--- src/rtl/reg_file_sb.sv ---
// Register file with two read ports, one write port, hardwired-zero x0 and a
// per-register busy scoreboard (issue reserves, writeback releases).
module reg_file_sb #(
    parameter int DATA_WIDTH    = 32,
    parameter int ADDRESS_WIDTH = 5,
    parameter int SYNC_READ     = 0,
    parameter int BYPASS        = 1,
    parameter int DEBUG_REG     = 10
) (
    input  logic                     clk,
    input  logic                     rst,
    input  logic [ADDRESS_WIDTH-1:0] AD1,
    input  logic [ADDRESS_WIDTH-1:0] AD2,
    output logic [DATA_WIDTH-1:0]    RD1,
    output logic [DATA_WIDTH-1:0]    RD2,
    output logic                     RDY1,
    output logic                     RDY2,
    input  logic                     WE3,
    input  logic [ADDRESS_WIDTH-1:0] AD3,
    input  logic [DATA_WIDTH-1:0]    WD3,
    input  logic                     RSV_EN,
    input  logic [ADDRESS_WIDTH-1:0] RSV_AD,
    output logic [DATA_WIDTH-1:0]    a0,
    output logic [ADDRESS_WIDTH:0]   pending
);

    localparam int DEPTH = 1 << ADDRESS_WIDTH;
    localparam logic [ADDRESS_WIDTH-1:0] ZERO_IDX = {ADDRESS_WIDTH{1'b0}};
    localparam logic [ADDRESS_WIDTH-1:0] DBG_IDX  = ADDRESS_WIDTH'(DEBUG_REG);

    function automatic logic [ADDRESS_WIDTH:0] popcount(input logic [DEPTH-1:0] bits);
        logic [ADDRESS_WIDTH:0] cnt;
        cnt = {(ADDRESS_WIDTH+1){1'b0}};
        for (int i = 0; i < DEPTH; i++) begin
            cnt = cnt + {{ADDRESS_WIDTH{1'b0}}, bits[i]};
        end
        return cnt;
    endfunction

    logic [DATA_WIDTH-1:0]    mem_r [DEPTH];
    logic [DEPTH-1:0]         busy_r;
    logic [DEPTH-1:0]         busy_nxt_s;
    logic                     wr_fire_s;
    logic                     rsv_fire_s;
    logic [ADDRESS_WIDTH-1:0] rd_ad_s  [2];
    logic [DATA_WIDTH-1:0]    v_data_s [2];
    logic                     v_rdy_s  [2];

    assign wr_fire_s  = WE3 && (AD3 != ZERO_IDX);
    assign rsv_fire_s = RSV_EN && (RSV_AD != ZERO_IDX);
    assign rd_ad_s[0] = AD1;
    assign rd_ad_s[1] = AD2;

    // Scoreboard next state: writeback releases first so a same-index reservation wins.
    always_comb begin
        busy_nxt_s = busy_r;
        if (wr_fire_s) begin
            busy_nxt_s[AD3] = 1'b0;
        end else begin
            busy_nxt_s = busy_nxt_s;
        end
        if (rsv_fire_s) begin
            busy_nxt_s[RSV_AD] = 1'b1;
        end else begin
            busy_nxt_s = busy_nxt_s;
        end
        busy_nxt_s[0] = 1'b0;
    end

    // Register storage and busy bits; x0 is never written.
    always_ff @(posedge clk or posedge rst) begin
        if (rst) begin
            for (int i = 0; i < DEPTH; i++) begin
                mem_r[i] <= {DATA_WIDTH{1'b0}};
            end
            busy_r <= {DEPTH{1'b0}};
        end else begin
            if (wr_fire_s) begin
                mem_r[AD3] <= WD3;
            end
            busy_r <= busy_nxt_s;
        end
    end

    // Per-port read view: x0, then optional writeback forwarding, then storage.
    always_comb begin
        for (int p = 0; p < 2; p++) begin
            v_data_s[p] = {DATA_WIDTH{1'b0}};
            v_rdy_s[p]  = 1'b1;
            if (rd_ad_s[p] == ZERO_IDX) begin
                v_data_s[p] = {DATA_WIDTH{1'b0}};
                v_rdy_s[p]  = 1'b1;
            end else if ((BYPASS != 0) && wr_fire_s && (AD3 == rd_ad_s[p])) begin
                v_data_s[p] = WD3;
                v_rdy_s[p]  = 1'b1;
            end else begin
                v_data_s[p] = mem_r[rd_ad_s[p]];
                v_rdy_s[p]  = ~busy_r[rd_ad_s[p]];
            end
        end
    end

    generate
        if (SYNC_READ != 0) begin : g_sync_read
            logic [DATA_WIDTH-1:0] rd1_r;
            logic [DATA_WIDTH-1:0] rd2_r;
            logic                  rdy1_r;
            logic                  rdy2_r;

            // Registered read: operands appear the cycle after the address.
            always_ff @(posedge clk or posedge rst) begin
                if (rst) begin
                    rd1_r  <= {DATA_WIDTH{1'b0}};
                    rd2_r  <= {DATA_WIDTH{1'b0}};
                    rdy1_r <= 1'b1;
                    rdy2_r <= 1'b1;
                end else begin
                    rd1_r  <= v_data_s[0];
                    rd2_r  <= v_data_s[1];
                    rdy1_r <= v_rdy_s[0];
                    rdy2_r <= v_rdy_s[1];
                end
            end

            assign RD1  = rd1_r;
            assign RD2  = rd2_r;
            assign RDY1 = rdy1_r;
            assign RDY2 = rdy2_r;
        end else begin : g_comb_read
            assign RD1  = v_data_s[0];
            assign RD2  = v_data_s[1];
            assign RDY1 = v_rdy_s[0];
            assign RDY2 = v_rdy_s[1];
        end
    endgenerate

    assign a0      = mem_r[DBG_IDX];
    assign pending = popcount(busy_r);

endmodule

--- config.mk ---
export PLATFORM = sky130hd
export DESIGN_NAME = reg_file_sb
export DESIGN_NICKNAME = d
export VERILOG_FILES = /design/src/rtl/reg_file_sb.sv
export SDC_FILE = /design/constraint.sdc
export NUM_CORES = 2
export LEC_CHECK = 0
export ABC_AREA = 1
export BUFFER_PORTS_ARGS = -buffer_cell sky130_fd_sc_hd__buf_2
export CAP_MARGIN = 10
export CORE_MARGIN = 2
export CORE_UTILIZATION = 55
export CTS_CLUSTER_SIZE = 8
export DETAILED_ROUTE_END_ITERATION = 8
export PLACE_DENSITY_LB_ADDON = 0.1
export SYNTH_ARGS = -nofsm -noshare
export SYNTH_HDL_FRONTEND = slang
export SYNTH_SLANG_ARGS = --single-unit
--- constraint.sdc ---
create_clock -name clk -period 64 [get_ports clk]
set_clock_uncertainty 0.05 [all_clocks]
set_input_delay 6.4 -clock clk [delete_from_list [all_inputs] [get_ports clk]]
set_output_delay 6.4 -clock clk [all_outputs]
set_load 0.05 [all_outputs]
Word-level counts from Yosys, hierarchy flattened
Cells that the tools add are included.

word-level totals
  register bits after elaboration = 1,055
  input port bits = 56
  output and inout bits = 104
  logic and storage cells = 121

cells by class
  $add $sub $neg = 30
  $lt $le $gt $ge = 10
  equal/unequal tests = 2
  mux-type cells = 27
  bitwise logic cells = 8
  reduce and logical (&&, ||, !) cells = 11

operator list
  kind                                                        count
  bitwise mux 1024 bit                                        1
  2-to-1 mux 32 bit                                           11
  binary-select mux 32 bit (select 5 bit)                     2
  demux 32 bit (select 5 bit)                                 1
  adder 6 x 1 -> 6 bit                                        25
  AND 32 bit                                                  1
  NOT 32 bit                                                  1
  OR 32 bit                                                   1
  less-than comparator 5 x 6 -> 1 bit, second input constant  4
  >= comparator 6 bit, second input constant                  3
  NOT 5 -> 6 bit                                              3
  binary-select mux 1 bit (select 5 bit)                      2
  demux 1 bit (select 5 bit)                                  2
  equality test 5 bit                                         2
  >= comparator 5 x 1 -> 1 bit, second input constant         2
  logical NOT 5 bit                                           2
  nonzero test 5 bit                                          2
  2-to-1 mux 1 bit                                            8
  logical AND 1 bit                                           7
  adder 5 x 1 -> 6 bit                                        1
  less-than comparator 6 x 1 -> 1 bit, second input constant  1
  adder 4 x 1 -> 5 bit                                        1
  adder 3 x 1 -> 4 bit                                        1
  adder 2 x 1 -> 3 bit                                        1
  other kinds (2)                                             3

Depth between registers and ports, before layout
  depth in word-level cells = 30
  gate-level depth with buffers = 15

Worst setup path after synthesis
OpenSTA, ideal clock, no wires.

  path type = input to output
  start point = in AD2[0]
  end point = out RD2[21]
  arrival time = 8.097 ns
  required time = 57.550 ns
  slack = 49.453 ns
  stages on the path = 11
  buffers on the path = 2
  cells stage by stage = buf_2 -> inv_1 -> clkbuf_1 -> nand2_1 -> nand3_1 -> nand3_1 -> nand2_1 -> nand2_1 -> nand3_1 -> nand2_1 -> a21oi_1

between the ends
  cells in the longest elaborated chain, start to end = 6
  elaborated cells between the ends (all ways) = 9
  those cells by class = eq/ne (1); mux (5); bitwise (1); reduce/logical (2)

RTL lines
  what                                                   line  source
  start: declaration                                     13    input logic [ADDRESS_WIDTH-1:0] AD2,
  NOT 5 -> 6 bit (not written as such)                   97    v_data_s[p] = mem_r[rd_ad_s[p]];
  binary-select mux 32 bit (select 5 bit)                97
  2-to-1 mux 32 bit (not written as such) (2 in series)  97
  2-to-1 mux 32 bit                                      93    end else if ((BYPASS != 0) && wr_fire_s && (AD3 == rd_ad_s[p])) begin
  2-to-1 mux 32 bit (*)                                  90    if (rd_ad_s[p] == ZERO_IDX) begin
  end: declaration                                       15    output logic [DATA_WIDTH-1:0] RD2,

Mark *: on every way between the ends. The rest lies on a longest branch, timed or not. The select of a mux whose other input is x is not followed.

Worst setup path after layout
  start point = in AD1[0]
  end point = out RD1[10]

between the ends
  cells in the longest elaborated chain, start to end = 6
  elaborated cells between the ends (all ways) = 9
  those cells by class = eq/ne (1); mux (5); bitwise (1); reduce/logical (2)

RTL lines
  what                                                   line  source
  start: declaration                                     12    input logic [ADDRESS_WIDTH-1:0] AD1,
  NOT 5 -> 6 bit (not written as such)                   97
  binary-select mux 32 bit (select 5 bit)                97
  2-to-1 mux 32 bit (not written as such) (2 in series)  97
  2-to-1 mux 32 bit                                      93
  2-to-1 mux 32 bit (*)                                  90
  end: declaration                                       14    output logic [DATA_WIDTH-1:0] RD1,

Marked as above.

==> results.toml <==
[clocking]
cts_resized = 0
cts.sink_count = 1055
cts.htree.levels = 4
numCtsBuffers = 149
cts_buffer_depth = 3
cts_hold_buf = 0
path_clk_slew_ps = 50
cts_setup_buffers = 0
clk_latency_ps = 760
root_buffer = "clkbuf_16"
cts_tree = "done"

[route]
post_drt_wl_per_cell_um = 25.2
drt-total-wl_um = 228000
drc = 0
drt_iter0_drc = 7974
vias_per_cell = 6.43
via_count = 58228
postRouteAntennaNets = 0
firstDrtPassIters = 9

[status]
outcome = "finished clean"

[global_route]
grt_first_pass_wirelength_um = 344000
gr-total-overflow = 0
grt_usage = 0.407
antenna_found_initial = 10
grt_pass1_vias = 54360
grt_max_degree = 205

[timing]
worstMarginPinSlew_ps = 1220
setup_tns_ps = 0
setup_viol = 0
slew_headroom = 0.186
worst_slack_ps = 46410
rsz0062_at_grt = "false"
fmax_mhz = 56.8
hold_violations = 0
hold_ws_ps = 338
period_needed_ps = 17590
slew_violations = 0
min_period_over_period = 0.275

[floorplan]
dieArea_um2 = 111000
coreArea_um2 = 107000
start_util = 0.556
die_y_um = 333
fp.dieW_um = 333
num_rows = 120
ios = 160

[setup_path]
arrival_ps = 11140
worst_ep_required_time_ps = 57550
crit_top_cell = "nand3_1"
worstPathMaxFanout = 115
slowest_delay_ps = 1030
endpoint_kind = "output pin"
path_class = "in2out"
path_cells = "buf_8 > buf_4 > buf_4 > buf_4 > o211ai_1 > nand3_1 > nand3_1 > nand3_1 > nand3_1 > nand2_1 > buf_2"
cp-start-kind = "input pin"
crit_path_top_delay_cell = "buf_4"

[synth]
ys_ff_latch = 1055
yosysUniqueCellTypes = 33
synth_flop_cell = "dfrtp_1"
yosysSeqAreaShare = 0.442
synth_edf_count = 0
synth_largest_area_cell = "dfrtp_1"
synth_area_leaders = "dfrtp_1 (44%), nand2_1 (11%), nand3_1 (9.2%), o21ai_0 (7.7%), o211ai_1 (7.5%)"
synth_area_per_cell_um2 = 7.42
synthTopCellsByCount = "nand2_1 (1670), nand3_1 (1094), dfrtp_1 (1055), o21ai_0 (923), a21oi_1 (646)"
synth_most_common_cell = "nand2_1"
synth.net_count = 8131
syn_area_um2 = 59700
yosys_warnings = 0
synth_top_area_share = 0.442
synth_cells = 8045
synthArstFlopShare = 1.00

[run]
maxCapViolCount = 0

[power_and_ir_drop]
leakagePower_nw = 28.3
peakVddDrop_v = 0.000278
p_per_area_nw_per_um2 = 39.9
total_power_mw = 2.54

[cells_and_area]
stdcell_count = 9049
final_nets = 7715
drive_gt1_frac = 0.0635
area_growth_pct = 6.56

[placement]
dp_worst_setup_slack_ps = 46590
hpwlAfterDp_um = 121000
gp_congestion = 0.920
io_buffers = 159
place_inst = 8881

[hold_path]
min_path_type = "reg2reg"
-- state kept, by name, summed over array words and instances (netlist names) --
signal  flops
busy_r     31
mem_r     992
a0         32
-- cell usage in the layout, fill, tap and decap left out, drive strengths merged, types with 3 or more instances in the layout --
cell type  instances
a21oi            646
buf              252
clkbuf           156
clkinv            21
dfrtp           1055
diode              3
fa                23
ha                 7
inv              651
nand2           1675
nand3           1095
nor2             334
nor3               6
o211ai           598
o21ai           1096
o22ai             13
xnor2              8
xor2               3
-- path summary, 6_finish.rpt --
| check | from | end | slack, ps | cells past startpoint |
|---|---|---|---|---|
| min in group asynchronous | rst | mem_r[788] | 5770 | 2 |
| max in group asynchronous | rst | mem_r[353] | 54740 | 5 |
| min | mem_r[1002] | mem_r[1002] | 340 | 0 |
| min reg2reg | mem_r[1002] | mem_r[1002] | 340 | 0 |
| max reg2reg | a0[27] | a0[27] | 63040 | 2 |
| max | AD1[0] | RD1[10] | 46410 | 11 |
-- stage by stage --
stage | area (µm²) | util
2_1_floorplan | 59700 | -
3_3_place_gp | 59600 | 0.555
3_5_place_dp | 59600 | 0.555
4_1_cts | 63600 | 0.592
5_1_grt | 63600 | 0.592
6_report | 63600 | 0.593
-- where the power goes --
part	leakage, nW	internal (mW)	switching, mW
logic	13.7	0.274	0.650
clock network	1.96	0.424	0.294
registers	12.7	0.813	0.0820
-- worst max-delay path: cells and delay by family --
| kind | cells | cell delay [ps] |
|---|---|---|
| simple gates | 5 | 670 |
| buf+inv | 5 | 3660 |
| compound gates | 1 | 200 |
-- logic make-up after synthesis --
| logic type | synth area share |
|---|---|
| xor gates and xnor gates | 0.00161 |
| adders and majority gates | 0.00918 |
| DFF | 0.442 |
| AOI/OAI and AO/OA | 0.223 |
| and+or+nand+nor | 0.222 |
| buffers and inverters | 0.102 |
-- layout make-up --
cell class / instances / area, µm²
fillers: 9797 / 43700
multi-input cells: 5508 / 27300
flip-flops and latches: 1055 / 26400
clock buffers: 156 / 3880
inverters: 663 / 2540
well taps: 1403 / 1760
repair buffers: 252 / 1600
clock inverters: 9 / 109
diodes: 3 / 7.51
-- layer usage --
| metal | part of all wire | up-vias | track usage |
|---|---|---|---|
| met2 | 0.42 | 3678 | 0.600 |
| li1 | - | 26188 | - |
| met1 | 0.39 | 27580 | 0.555 |
| met3 | 0.13 | 768 | 0.114 |
| met4 | 0.055 | 14 | 0.196 |
| met5 | 0.00040 | - | 0 |
(Power assumes the default switching activity.)
